## src/rtl/seg_scan_driver_pkg.sv

```systemverilog
// seg_scan_driver_pkg: active-low 7-segment patterns {g,f,e,d,c,b,a} shared by the scan driver.
package seg_scan_driver_pkg;
  localparam logic [6:0] SEG_OFF = 7'h7F;
  localparam logic [6:0] SEG_HEX [16] = '{
    7'h40, 7'h79, 7'h24, 7'h30, 7'h19, 7'h12, 7'h02, 7'h78,
    7'h00, 7'h10, 7'h08, 7'h03, 7'h46, 7'h21, 7'h06, 7'h0E
  };
  typedef logic [1:0] digit_t;
  function automatic logic [6:0] hex_seg(input logic [3:0] nib);
    return SEG_HEX[nib];
  endfunction
endpackage

```

## src/rtl/seg_scan_driver_hex_to_seg7.sv

```systemverilog
// hex_to_seg7: combinational nibble to active-low a..g decoder with blanking.
module hex_to_seg7
  import seg_scan_driver_pkg::*;
(
  input  logic [3:0] i_nib,
  input  logic       i_blank,
  output logic [6:0] o_seg
);
  assign o_seg = i_blank ? SEG_OFF : hex_seg(i_nib);
endmodule

```

## src/rtl/seg_scan_driver.sv

```systemverilog
// seg_scan_driver: time-multiplexed 4-digit hex display with per-frame latching,
// leading-zero blanking, decimal points and a dark guard at the start of each slot.
module seg_scan_driver
  import seg_scan_driver_pkg::*;
#(
  parameter int unsigned TICKS_PER_DIGIT = 10,
  parameter int unsigned BLANK_TICKS     = 1
) (
  input  logic        CLK,
  input  logic        RST_N,
  input  logic        Enable,
  input  logic [15:0] Value,
  input  logic [3:0]  DP_Mask,
  input  logic        LZB_En,
  output logic [7:0]  Segment7_0,
  output logic [7:0]  Segment7_1,
  output logic        Frame_Done
);
  localparam int unsigned TW = (TICKS_PER_DIGIT > 1) ? $clog2(TICKS_PER_DIGIT) : 1;

  logic [TW-1:0] r_tick;
  digit_t        r_idx;
  logic [15:0]   r_shadow;
  logic [3:0]    r_shadow_dp;
  logic          r_shadow_lzb;
  logic          r_loaded;
  logic          w_last_tick;
  logic          w_wrap;
  logic          w_dark;
  logic          w_blank;
  logic [3:0]    w_nib;
  logic [6:0]    w_seg;

  assign w_last_tick = r_tick == TW'(TICKS_PER_DIGIT - 1);
  assign w_wrap      = w_last_tick && r_idx == 2'd3;
  assign w_dark      = r_tick < TW'(BLANK_TICKS);
  assign w_nib       = r_shadow[{r_idx, 2'b00} +: 4];
  // A digit is a leading zero only when it and everything left of it is zero.
  assign w_blank     = r_shadow_lzb && (r_idx == 2'd3 ? r_shadow[15:12] == 4'h0 :
                                        r_idx == 2'd2 ? r_shadow[15:8] == 8'h00 :
                                        r_idx == 2'd1 ? r_shadow[15:4] == 12'h000 : 1'b0);

  hex_to_seg7 u_dec (
    .i_nib   (w_nib),
    .i_blank (w_blank),
    .o_seg   (w_seg)
  );

  always_ff @(posedge CLK or negedge RST_N) begin
    if (!RST_N) begin
      r_tick       <= '0;
      r_idx        <= '0;
      r_shadow     <= '0;
      r_shadow_dp  <= '0;
      r_shadow_lzb <= 1'b0;
      r_loaded     <= 1'b0;
      Segment7_0   <= 8'hFF;
      Segment7_1   <= 8'h00;
      Frame_Done   <= 1'b0;
    end else begin
      Frame_Done <= Enable && w_wrap;
      if (Enable) begin
        r_tick <= w_last_tick ? '0 : r_tick + 1'b1;
        if (w_last_tick) r_idx <= r_idx + 2'd1;
        if (!r_loaded || w_wrap) begin
          r_shadow     <= Value;
          r_shadow_dp  <= DP_Mask;
          r_shadow_lzb <= LZB_En;
          r_loaded     <= 1'b1;
        end
        Segment7_1 <= w_dark ? 8'h00 : {4'b0000, 4'b0001 << r_idx};
        Segment7_0 <= w_dark ? 8'hFF : {~r_shadow_dp[r_idx], w_seg};
      end else begin
        Segment7_1 <= 8'h00;
        Segment7_0 <= 8'hFF;
      end
    end
  end
endmodule

```

## config.mk

```make
export PLATFORM = sky130hd
export DESIGN_NAME = seg_scan_driver
export DESIGN_NICKNAME = d
export VERILOG_FILES = /design/src/rtl/seg_scan_driver_pkg.sv /design/src/rtl/seg_scan_driver_hex_to_seg7.sv /design/src/rtl/seg_scan_driver.sv
export SDC_FILE = /design/constraint.sdc
export NUM_CORES = 1
export LEC_CHECK = 0
export ABC_AREA = 1
export CAP_MARGIN = 20
export CORE_UTILIZATION = 35
export CTS_CLUSTER_SIZE = 8
export DETAILED_ROUTE_END_ITERATION = 16
export GPL_ROUTABILITY_DRIVEN = 0
export SLEW_MARGIN = 10
export SYNTH_ARGS = -nofsm -noshare
export SYNTH_HDL_FRONTEND = slang
export SYNTH_SLANG_ARGS = --single-unit
```

## constraint.sdc

```tcl
create_clock -name CLK -period 2.6 [get_ports CLK]
set_input_delay 0.52 -clock CLK [delete_from_list [all_inputs] [get_ports CLK]]
set_output_delay 0.52 -clock CLK [all_outputs]
set_load 0.02 [all_outputs]
```

==> results.sh <==
export IMPL_cp_num_buf_inv=1
export IMPL_final_cells=378
export IMPL_async_flop_share_pct=100
export IMPL_max_cap_violations=0
export IMPL_period_share_pct=73.7
export IMPL_setup_viol=0
export IMPL_synth_common_cells="111 x nand2_1, 33 x dfrtp_1, 26 x inv_1"
export IMPL_fin_crit_ns=1.92
export IMPL_cts_buffers=5
export IMPL_dp_hpwl_um=2930
export IMPL_syn_inst=265
export IMPL_fmax_ghz=0.522
export IMPL_clkTransAtPathRegs_ns=0.08
export IMPL_layout_drive_gt1_share_pct=8.50
export IMPL_cp_top_family="buffers and inverters"
export IMPL_coreArea_mm2=0.00564
export IMPL_area_growth_syn_to_layout_pct=25.1
export IMPL_first_iter_violations=44
export IMPL_clkSinkCount=41
export IMPL_slowest_stage="clkdlybuf4s50_1"
export IMPL_grt_pass1_wl_um=7290
export IMPL_postRouteAntennaNets=0
export IMPL_crit_arrival_ns=1.40
export IMPL_maxSlewHeadroom_pct=42.0
export IMPL_tns_ns=0
export IMPL_tritoncts="built"
export IMPL_totalPowerFinal_mw=2.97
export IMPL_synth_most_common_cell="nand2_1"
export IMPL_r2r_slack_ns=0.70
export IMPL_dr_pass1_iters=4
export IMPL_worst_setup_path_start_kind="flip-flop"
export IMPL_nNetsFinal=339
export IMPL_avgSynthCellArea_um2=7.89
export IMPL_ys_ff_latch=41
export IMPL_num_vias=1653
export IMPL_routed_via_density=4.37
export IMPL_power_density_mw_per_mm2=1130
export IMPL_htreeDepth=2
export IMPL_antenna_found_initial=0
export IMPL_drc=0
export IMPL_rsz0062_at_grt="no"
export IMPL_reg2reg_to="Segment7_0[2]"
export IMPL_dieArea_mm2=0.00629
export IMPL_final_util_pct=46.4
export IMPL_worstPathRequired_ns=2.08
export IMPL_synth_area_leaders="dfrtp_1 39%, nand2_1 20%, dfstp_2 10%"
export IMPL_wirelength_um=4030
export IMPL_whs_ns=0.339
export IMPL_end_kind="output port"
export IMPL_syn_area_mm2=0.00209
export IMPL_tightest_slew_ns=0.870
export IMPL_synth_cell_types=20
export IMPL_port_buffer_count=36
export IMPL_die_y_um=79.3
export IMPL_path_max_fanout=1
export IMPL_cpPeakStageDelay_ns=0.59
export IMPL_insertion_delay_ns=0.29
export IMPL_outcome="complete, no violations"
export IMPL_ys_flop_type="dfrtp_1"
export IMPL_post_cts_buffers=0
export IMPL_antenna_cells=0
export IMPL_ir_drop_mv=0.453
export IMPL_cts_buffer_depth=2
export IMPL_hold_viol=0
export IMPL_die_w_um=79.3
export IMPL_grt_pass1_vias=1611
export IMPL_yosys_warnings=0
export IMPL_hp_class="in -> async"
export IMPL_synth_top_cell_area_share_pct=39.5
export IMPL_yosys_area_top_type="dfrtp_1"
export IMPL_ys_seq_area_share_pct=49.6
export IMPL_dp_cells=370
export IMPL_grt_max_degree=42
export IMPL_maxSlewViolCount=0
export IMPL_rr_worst_depth=10
export IMPL_finClkSkew_ns=0.00719
export IMPL_hold_buffers=0
export IMPL_leakagePower_nw=1.36
export IMPL_track_usage_pct=15.1
export IMPL_path_cells="clkdlybuf4s50_1"
export IMPL_io_pins=41
export IMPL_cts_root_buf="clkbuf_8"
export IMPL_synth_edff_count=0
export IMPL_start_util_pct=37.1
export IMPL_cts_resized=0
export IMPL_fillers=565
export IMPL_rows=27
export IMPL_worstSetupPathType="reg -> out"
export IMPL_wl_per_cell_um=10.7
export IMPL_overflow=0
export IMPL_timing_rr_start="r_idx[1]"
routing by layer:
metal  share of wire (%)  vias to the layer above  wire length, um  track usage (%)
met1                  51                      720             2040             20.1
met5                   0                        -                0                0
met3                 3.5                        2              139             3.45
met4                0.84                        0               34             6.18
met2                  45                       44             1820             23.7
li1                    -                      887                -                -
area by class of cell:
type,instances,area (um^2),share of cell area [%]
flip-flops and latches,41,1040,39.6
multi-input cells,190,892,34.1
repair buffers,40,385,14.7
inverters,27,101,3.87
well taps,72,90.1,3.44
clock buffers,6,72.6,2.77
clock inverters,2,38.8,1.48
per-stage QoR:
stage	area [um^2]	setup slack [ns]
finish	2620	0.683
global route	2620	0.406
CTS	2620	0.651
detailed placement	2500	0.433
global placement	2500	0.483
floorplan	2100	1.03
placed cells by master, fill, tap and decap left out, types with 5 or more instances in the layout:
cell type / count
a21oi_1: 6
clkbuf_8: 5
clkdlybuf4s50_1: 35
dfrtp_1: 33
dfstp_2: 8
ha_1: 10
inv_1: 26
nand2_1: 111
nand3_1: 22
nor2_1: 14
o21ai_0: 11
flip-flops by register name, summed over array words and instances (netlist names):
signal / flops
r_idx: 2
r_loaded: 1
r_tick: 4
Frame_Done: 1
r_shadow_lzb: 1
Segment7_0: 8
r_shadow_dp: 4
Segment7_1: 4
r_shadow: 16
kinds of logic after synthesis:
logic type / after synthesis / synth area share (%)
other: 1 / 0.179
adder cells (fa/ha/maj): 10 / 5.98
flip-flops: 41 / 49.6
AO/OA/AOI/OAI: 17 / 4.07
buffers and inverters: 37 / 8.32
AND/OR/NAND/NOR: 157 / 31.1
XOR/XNOR: 2 / 0.838
worst max-delay path by stage:
| stage | startpoint | to | cells after the start |
|---|---|---|---|
| finish | Segment7_0[7] | Segment7_0[7] | 1 |
| global route | r_idx[1] | Segment7_0[6] | 10 |
| CTS | r_idx[1] | Segment7_0[3] | 10 |
| detailed placement | Enable | r_shadow_dp[1] | 7 |
| global placement | Enable | r_shadow_dp[1] | 7 |
| floorplan | r_idx[0] | Segment7_0[3] | 11 |
power by group:
part | internal, mW | switching (mW) | total (mW)
sequential | 0.900 | 0.132 | 1.03
combinational | 0.550 | 0.881 | 1.43
clock | 0.288 | 0.215 | 0.503
No activity file was read; power rests on OpenSTA's default activity.
